==> config.mk <==
export PLATFORM = sky130hd
export DESIGN_NAME = mux_2to1
export DESIGN_NICKNAME = d
export VERILOG_FILES = /design/src/rtl/pipe_pkg.sv /design/src/rtl/dff_ar.sv /design/src/rtl/mux_2to1.sv
export SDC_FILE = /design/constraint.sdc
export NUM_CORES = 1
export LEC_CHECK = 0
export CAP_MARGIN = 20
export CORE_UTILIZATION = 36
export DETAILED_ROUTE_END_ITERATION = 8
export GPL_ROUTABILITY_DRIVEN = 0
export HOLD_SLACK_MARGIN = 0.15
export PLACE_DENSITY = 0.93
export SETUP_SLACK_MARGIN = 0.3
export SYNTH_ARGS = -nofsm -noshare
export SYNTH_HDL_FRONTEND = slang
export SYNTH_SLANG_ARGS = --single-unit
==> constraint.sdc <==
create_clock -name clk -period 2.19 [get_ports clk]
set_input_delay 0.5475 -clock clk [delete_from_list [all_inputs] [get_ports clk]]
set_output_delay 0.5475 -clock clk [all_outputs]
set_load 0.02 [all_outputs]
==> src/rtl/pipe_pkg.sv <==
// pipe_pkg
//   Shared constants for the pipeline datapath muxes.
//   XLEN       : native datapath word width, default width of every mux.
//   RESET_WORD : word loaded into a mux output register on reset.
//   SEL_A/B    : named select codes, SEL_A picks input A, SEL_B picks input B.
package pipe_pkg;

  localparam int unsigned XLEN = 32;

  localparam logic [XLEN-1:0] RESET_WORD = '0;

  localparam logic SEL_A = 1'b0;
  localparam logic SEL_B = 1'b1;

endpackage : pipe_pkg

==> src/rtl/dff_ar.sv <==
// dff_ar
//   WIDTH-bit register with asynchronous active-high reset to RESET_VAL.
//   Ports:
//     clk : clock, loads on rising edge
//     rst : asynchronous active-high reset, forces q to RESET_VAL at once
//     d   : next-state word
//     q   : registered word
module dff_ar #(
  parameter int unsigned      WIDTH     = 32,
  parameter logic [WIDTH-1:0] RESET_VAL = '0
) (
  input  logic             clk,
  input  logic             rst,
  input  logic [WIDTH-1:0] d,
  output logic [WIDTH-1:0] q
);

  logic [WIDTH-1:0] r_q;

  always_ff @(posedge clk or posedge rst) begin
    if (rst) begin
      r_q <= RESET_VAL;
    end else begin
      r_q <= d;
    end
  end

  assign q = r_q;

endmodule : dff_ar

==> src/rtl/mux_2to1.sv <==
// mux_2to1
//   Registered 2-to-1 word multiplexer for the pipeline datapath
//   (operand select, PC select). The chosen word appears on result one
//   clock after it is presented; there is no enable, every non-reset edge loads.
//   Ports:
//     clk    : clock, rising edge
//     rst    : asynchronous active-high reset, result <= RESET_VAL at once
//     sel    : select, SEL_A (0) picks ina, SEL_B (1) picks inb
//     ina    : data input 0
//     inb    : data input 1
//     result : registered selected word
module mux_2to1
  import pipe_pkg::*;
#(
  parameter int unsigned      WIDTH     = XLEN,
  parameter logic [WIDTH-1:0] RESET_VAL = WIDTH'(RESET_WORD)
) (
  input  logic             clk,
  input  logic             rst,
  input  logic             sel,
  input  logic [WIDTH-1:0] ina,
  input  logic [WIDTH-1:0] inb,
  output logic [WIDTH-1:0] result
);

  logic [WIDTH-1:0] w_next;

  // Select stays inline; only the storage lives in the sub-module so that
  // result comes straight off a flop with no input-to-output path.
  assign w_next = (sel == SEL_B) ? inb : ina;

  dff_ar #(
    .WIDTH     (WIDTH),
    .RESET_VAL (RESET_VAL)
  ) u_result_reg (
    .clk (clk),
    .rst (rst),
    .d   (w_next),
    .q   (result)
  );

endmodule : mux_2to1

==> results of run 1 <==
==> synth_stat cells, drive strengths merged <==
cell type	n	area (sq um)
dfrtp	32	801
mux2	32	473
buf	4	71.3
inv	1	3.75
==> cells in the final DEF (no fill, tap or decap), drive strengths merged <==
cell / instances
buf: 3
clkbuf: 6
clkdlybuf4s50: 97
clkinv: 2
dfrtp: 32
inv: 1
mux2: 32
==> area by class of cell <==
cell class / instances / share of cell area
sequential: 32 / 0.329
clock buffer: 6 / 0.0340
tap: 46 / 0.0237
inverter: 1 / 0.00154
timing repair buffer: 100 / 0.413
multi-input combinational: 32 / 0.195
clock inverter: 2 / 0.00412
==> cell families (layout without fill, tap and decap cells) <==
| group | count (synthesis) | after routing |
|---|---|---|
| muxes | 32 | 32 |
| buffers and inverters | 5 | 109 |
| DFF | 32 | 32 |
==> final timing paths <==
check,startpoint,endpoint,slack (ns)
max in group asynchronous,rst,u_result_reg.q[22]$_DFF_PP0_,1.26
min in group clk,sel,u_result_reg.q[10]$_DFF_PP0_,0.83
worst max-delay path,u_result_reg.q[15]$_DFF_PP0_,result[15],0.42
worst min-delay path,rst,u_result_reg.q[1]$_DFF_PP0_,0.66
==> layer usage <==
layer | share of wire | wire length (microns) | up-vias
met5 | 0 | 0 | -
li1 | - | - | 440
met1 | 0.33 | 999 | 432
met4 | 0.014 | 44 | 0
met3 | 0.13 | 390 | 4
met2 | 0.53 | 1620 | 70
==> through the flow <==
| step | hold slack, ns | cells | setup WS, ns |
|---|---|---|---|
| global placement | 0.946 | 211 | 0.730 |
| floorplan | 0.664 | 69 | 0.952 |
| global route | 0.708 | 219 | 0.371 |
| finish | 0.658 | 219 | 0.420 |
| detailed placement | 0.959 | 211 | 0.711 |
| CTS | 0.664 | 219 | 0.404 |
==> where the power goes <==
part | internal, W | switching [W] | total, W
sequential | 0.000636 | 0.0000120 | 0.000648
combinational | 0.000248 | 0.000136 | 0.000384
clock | 0.000250 | 0.000188 | 0.000438
total | 0.00113 | 0.000336 | 0.00147
==> out/metrics.cfg, run 1 <==
[critical_path]
path_depth=1
cp.arrival_ns=1.22
required_ns=1.64
critPathKind=reg2out
slowest_delay_ns=0.62
cp_cell_sequence=clkdlybuf4s50_1
critPathBufInv=1
startpoint_type=flop
slowest_stage=clkdlybuf4s50_1
critical_path.top_delay_family=buffers and inverters
crit_fanout=1
critPathCaptureType=output pin

[die]
die_h_microns=63.2
die_width_microns=63.2
die_area_sq_um=4000
coreArea_sq_um=3470
io_pins=99
initial_utilization=0.389
row_count=21

[yosys]
yosysWarnings=0
synth_compound_area_frac=0
muxShareOfSynthArea=0.351
syn_area_per_cell_sq_um=19.5
synth_top_family_by_area=multiplexers
synth_xor_area_frac=0
yosys.area_share.simple=0
synth.ff_latch_count=32
yosys.area_share.adder=0
syn_inst=69
seq_area_frac_synth=0.594
synth_cell_type_count=6
synth_area_sq_um=1350
syn-num-nets=136

[timing]
slew_headroom=0.742
final-setup-viol-count=0
setup_tns_ns=0
final_hold_viol_count=0
period_needed_ns=1.77
worst_pin_slew_ns=0.386
slew_viol_final=0
rsz0062_at_grt=no
min_period_over_period=0.808
max_freq_ghz=0.565

[run]
maxCapViolations=0

[power]
vdd_ir_drop_max_mv=0.432
p_leak_nw=1.08
power_density_nw_per_um2=605
finalPower_w=0.00147

[drt]
wl_per_cell_microns=14.0
dr.pass1.iters=3
drc=0
via_per_inst=4.32
num_vias=946
postRouteAntennaNets=0
drt_wl_total_microns=3060
initialDrtViolationCount=6

[clock_network]
cts_resized=0
clock-sinks=32
clock-root-buffer=clkbuf_8
cts_tree=built
post_cts_buffers=0
cts_buffers=5
clock_path_buffers=2
cts_hold_buffers=0
path_clk_slew_ns=0.06
cts_max_level=2

[finish]
final_util=0.701
final_area_sq_um=2430
largest_register_ffs=32
multiInputGateArea_sq_um=473
final_nets=239
num-fill-cells=263
drive_above_1_share=0.249
areaGrowthSynthToFinish_pct=80.2
n_antenna_cell=0
regArea_sq_um=801

[status]
status=finished, final reports clean

[global_route]
grt_use_met3=0.0833
grt.met1_usage=0.150
grt_first_pass_wirelength_microns=4950
grtUsageTotal=0.165
grt_pass1_vias=1083
antenna_found_initial=0
busiest_layer=met2
grt_max_degree=33
grt_use_met2=0.310
grt_remaining_overflow=0

[worst_hold_path]
hold_path.class=in2async

[placement]
placed_cell_area_sq_um=2340
io_buffers=98

No activity file was read; power rests on OpenSTA's default activity.
==> inputs of run 2 (changes only) <==
--- a/config.mk
+++ b/config.mk
@@ -6,11 +6,11 @@
 export NUM_CORES = 1
 export LEC_CHECK = 0
 export CAP_MARGIN = 20
-export CORE_UTILIZATION = 36
+export CORE_UTILIZATION = 34
 export DETAILED_ROUTE_END_ITERATION = 8
 export GPL_ROUTABILITY_DRIVEN = 0
 export HOLD_SLACK_MARGIN = 0.15
-export PLACE_DENSITY = 0.93
+export PLACE_DENSITY = 0.89
 export SETUP_SLACK_MARGIN = 0.3
 export SYNTH_ARGS = -nofsm -noshare
 export SYNTH_HDL_FRONTEND = slang
==> constraint.sdc (replaced) <==
create_clock -name clk -period 1.7 [get_ports clk]
set_input_delay 0.425 -clock clk [delete_from_list [all_inputs] [get_ports clk]]
set_output_delay 0.425 -clock clk [all_outputs]
set_load 0.02 [all_outputs]
==> run 2 against run 1 <==
  * Sequential share of layout area is 0.52 points higher
  * Non-clock buffer count stayed put
  * Cell count grew 0.46%
  * Total power increased by 23%
  * Cell area fell by 1.5%
  * Clock power rose by 18%
  * First-iteration DRC count rose to 4.5 times the previous value
  * Sequential power grew 29%
==> out/metrics.cfg, run 2 (synthesis gave the netlist of run 1 again) <==
[timing]
rsz0062_at_grt=yes
min_period_over_period=0.807
slew_headroom=0.740  ; -0.00266
slew_viol_final=0  ; unchanged
final_hold_viol_count=0  ; unchanged
period_needed_ns=1.37
worst_pin_slew_ns=0.390  ; +0.00400 ns
max_freq_ghz=0.729
setup_tns_ns=0  ; unchanged
final-setup-viol-count=0  ; unchanged

[power]
vdd_ir_drop_max_mv=0.511  ; +18%
p_leak_nw=1.10  ; +1.4%
power_density_nw_per_um2=757  ; +25%

[die]
coreArea_sq_um=3740  ; +7.9%
die_width_microns=65.0  ; +2.8%
initial_utilization=0.360  ; -0.0286
die_h_microns=65.0  ; +2.8%
io_pins=99  ; unchanged
row_count=22  ; +4.8%
die_area_sq_um=4220  ; +5.7%

[clock_network]
post_cts_buffers=0  ; unchanged
cts_buffers=5  ; unchanged
cts_max_level=2  ; unchanged
clock_path_buffers=2  ; unchanged
path_clk_slew_ns=0.06  ; about the same
cts_tree=built
clock-root-buffer=clkbuf_8
clock-sinks=32  ; unchanged

[critical_path]
slowest_stage=dfrtp_1
critPathKind=reg2out
critPathCaptureType=output pin
crit_fanout=1  ; unchanged
cp.arrival_ns=0.95  ; -0.27 ns
required_ns=1.27  ; -0.37 ns
slowest_delay_ns=0.39  ; -0.23 ns
critPathBufInv=1  ; unchanged
startpoint_type=flop
critical_path.top_delay_family=flip-flops
cp_cell_sequence=clkdlybuf4s15_1

[global_route]
grt_first_pass_wirelength_microns=4910  ; -0.71%
grtUsageTotal=0.169  ; +0.00386
grt_remaining_overflow=0  ; unchanged
grt_max_degree=33  ; unchanged
grt_pass1_vias=1065  ; -1.7%
antenna_found_initial=0  ; unchanged

[placement]
dp_cells=213  ; +0.95%
io_buffers=98  ; unchanged
dp_hpwl_microns=2710

[finish]
final_cells=220  ; +0.46%
layout_commonest_cell=clkdlybuf4s50_1
n_antenna_cell=0  ; unchanged
final_cell_mix=clkdlybuf4s50_1 (65), dfrtp_1 (32), mux2_4 (30)
final_nets=239  ; unchanged
largest_register_ffs=32  ; unchanged
final_util=0.639  ; -0.0616
drive_above_1_share=0.256  ; +0.00726
areaGrowthSynthToFinish_pct=77.5

[drt]
wl_per_cell_microns=15.3  ; +9.4%
via_per_inst=4.28  ; -0.98%
postRouteAntennaNets=0  ; unchanged
dr.pass1.iters=4  ; +1
drt_wl_total_microns=3360  ; +9.8%
num_vias=941  ; -0.53%
drc=0  ; unchanged
initialDrtViolationCount=27  ; +21

[worst_hold_path]
hold_path.class=in2async

[run]
maxCapViolations=0  ; unchanged

[status]
status=finished, final reports clean

==> run 2: timing repair <==
item | CTS | global route
hold buffers | 0 | 0
gates cloned | 0 | 0
endpoints found under the setup margin | 32 | 20
resized for setup | 37 | 22
hold endpoints to repair | 0 | 0
==> run 2: metal layers <==
layer	share of wire	vias up	GRT usage
met5	0	-	0
met4	0.029	0	0.103
met3	0.051	8	0.0599
met2	0.62	46	0.331
met1	0.30	447	0.140
li1	-	440	-
==> run 2: stage by stage <==
| stage | hold slack, ns | power, W | setup WS [ns] | area (sq um) |
|---|---|---|---|---|
| after floorplan | 0.541 | 0.00107 | 0.584 | 1350 |
| after global placement | 0.828 | 0.00133 | 0.352 | 2340 |
| after detailed placement | 0.838 | 0.00135 | 0.326 | 2340 |
| after CTS | 0.535 | 0.00184 | 0.283 | 2380 |
| after global routing | 0.589 | 0.00190 | 0.286 | 2390 |
| final | 0.533 | 0.00181 | 0.328 | 2390 |
==> run 2: worst max-delay path by stage <==
stage          cells past startpoint                           to                         start  slack (ns)
3_3_place_gp                       1                    result[3]   u_result_reg.q[3]$_DFF_PP0_        0.35
5_1_grt                            1                   result[14]  u_result_reg.q[14]$_DFF_PP0_        0.29
4_1_cts                            1                   result[14]  u_result_reg.q[14]$_DFF_PP0_        0.28
6_report                           1                   result[14]  u_result_reg.q[14]$_DFF_PP0_        0.33
3_5_place_dp                       1                   result[14]  u_result_reg.q[14]$_DFF_PP0_        0.33
2_1_floorplan                      1  u_result_reg.q[0]$_DFF_PP0_                           rst        0.58
==> run 2: report_power, final <==
group | switching, W | internal (W) | total [W]
clock | 0.000241 | 0.000277 | 0.000518
sequential | 0.0000152 | 0.000819 | 0.000834
combinational | 0.000175 | 0.000284 | 0.000458
total | 0.000431 | 0.00138 | 0.00181
==> run 2: final cells by class <==
type                            instances  area, sq um
Clock buffer                            6         72.6
Clock inverter                          1         5.00
Fill cell                             301         1350
Inverter                                1         3.75
Multi-Input combinational cell         32          473
Sequential cell                        32          801
Tap cell                               48         60.1
Timing Repair Buffer                  100          978
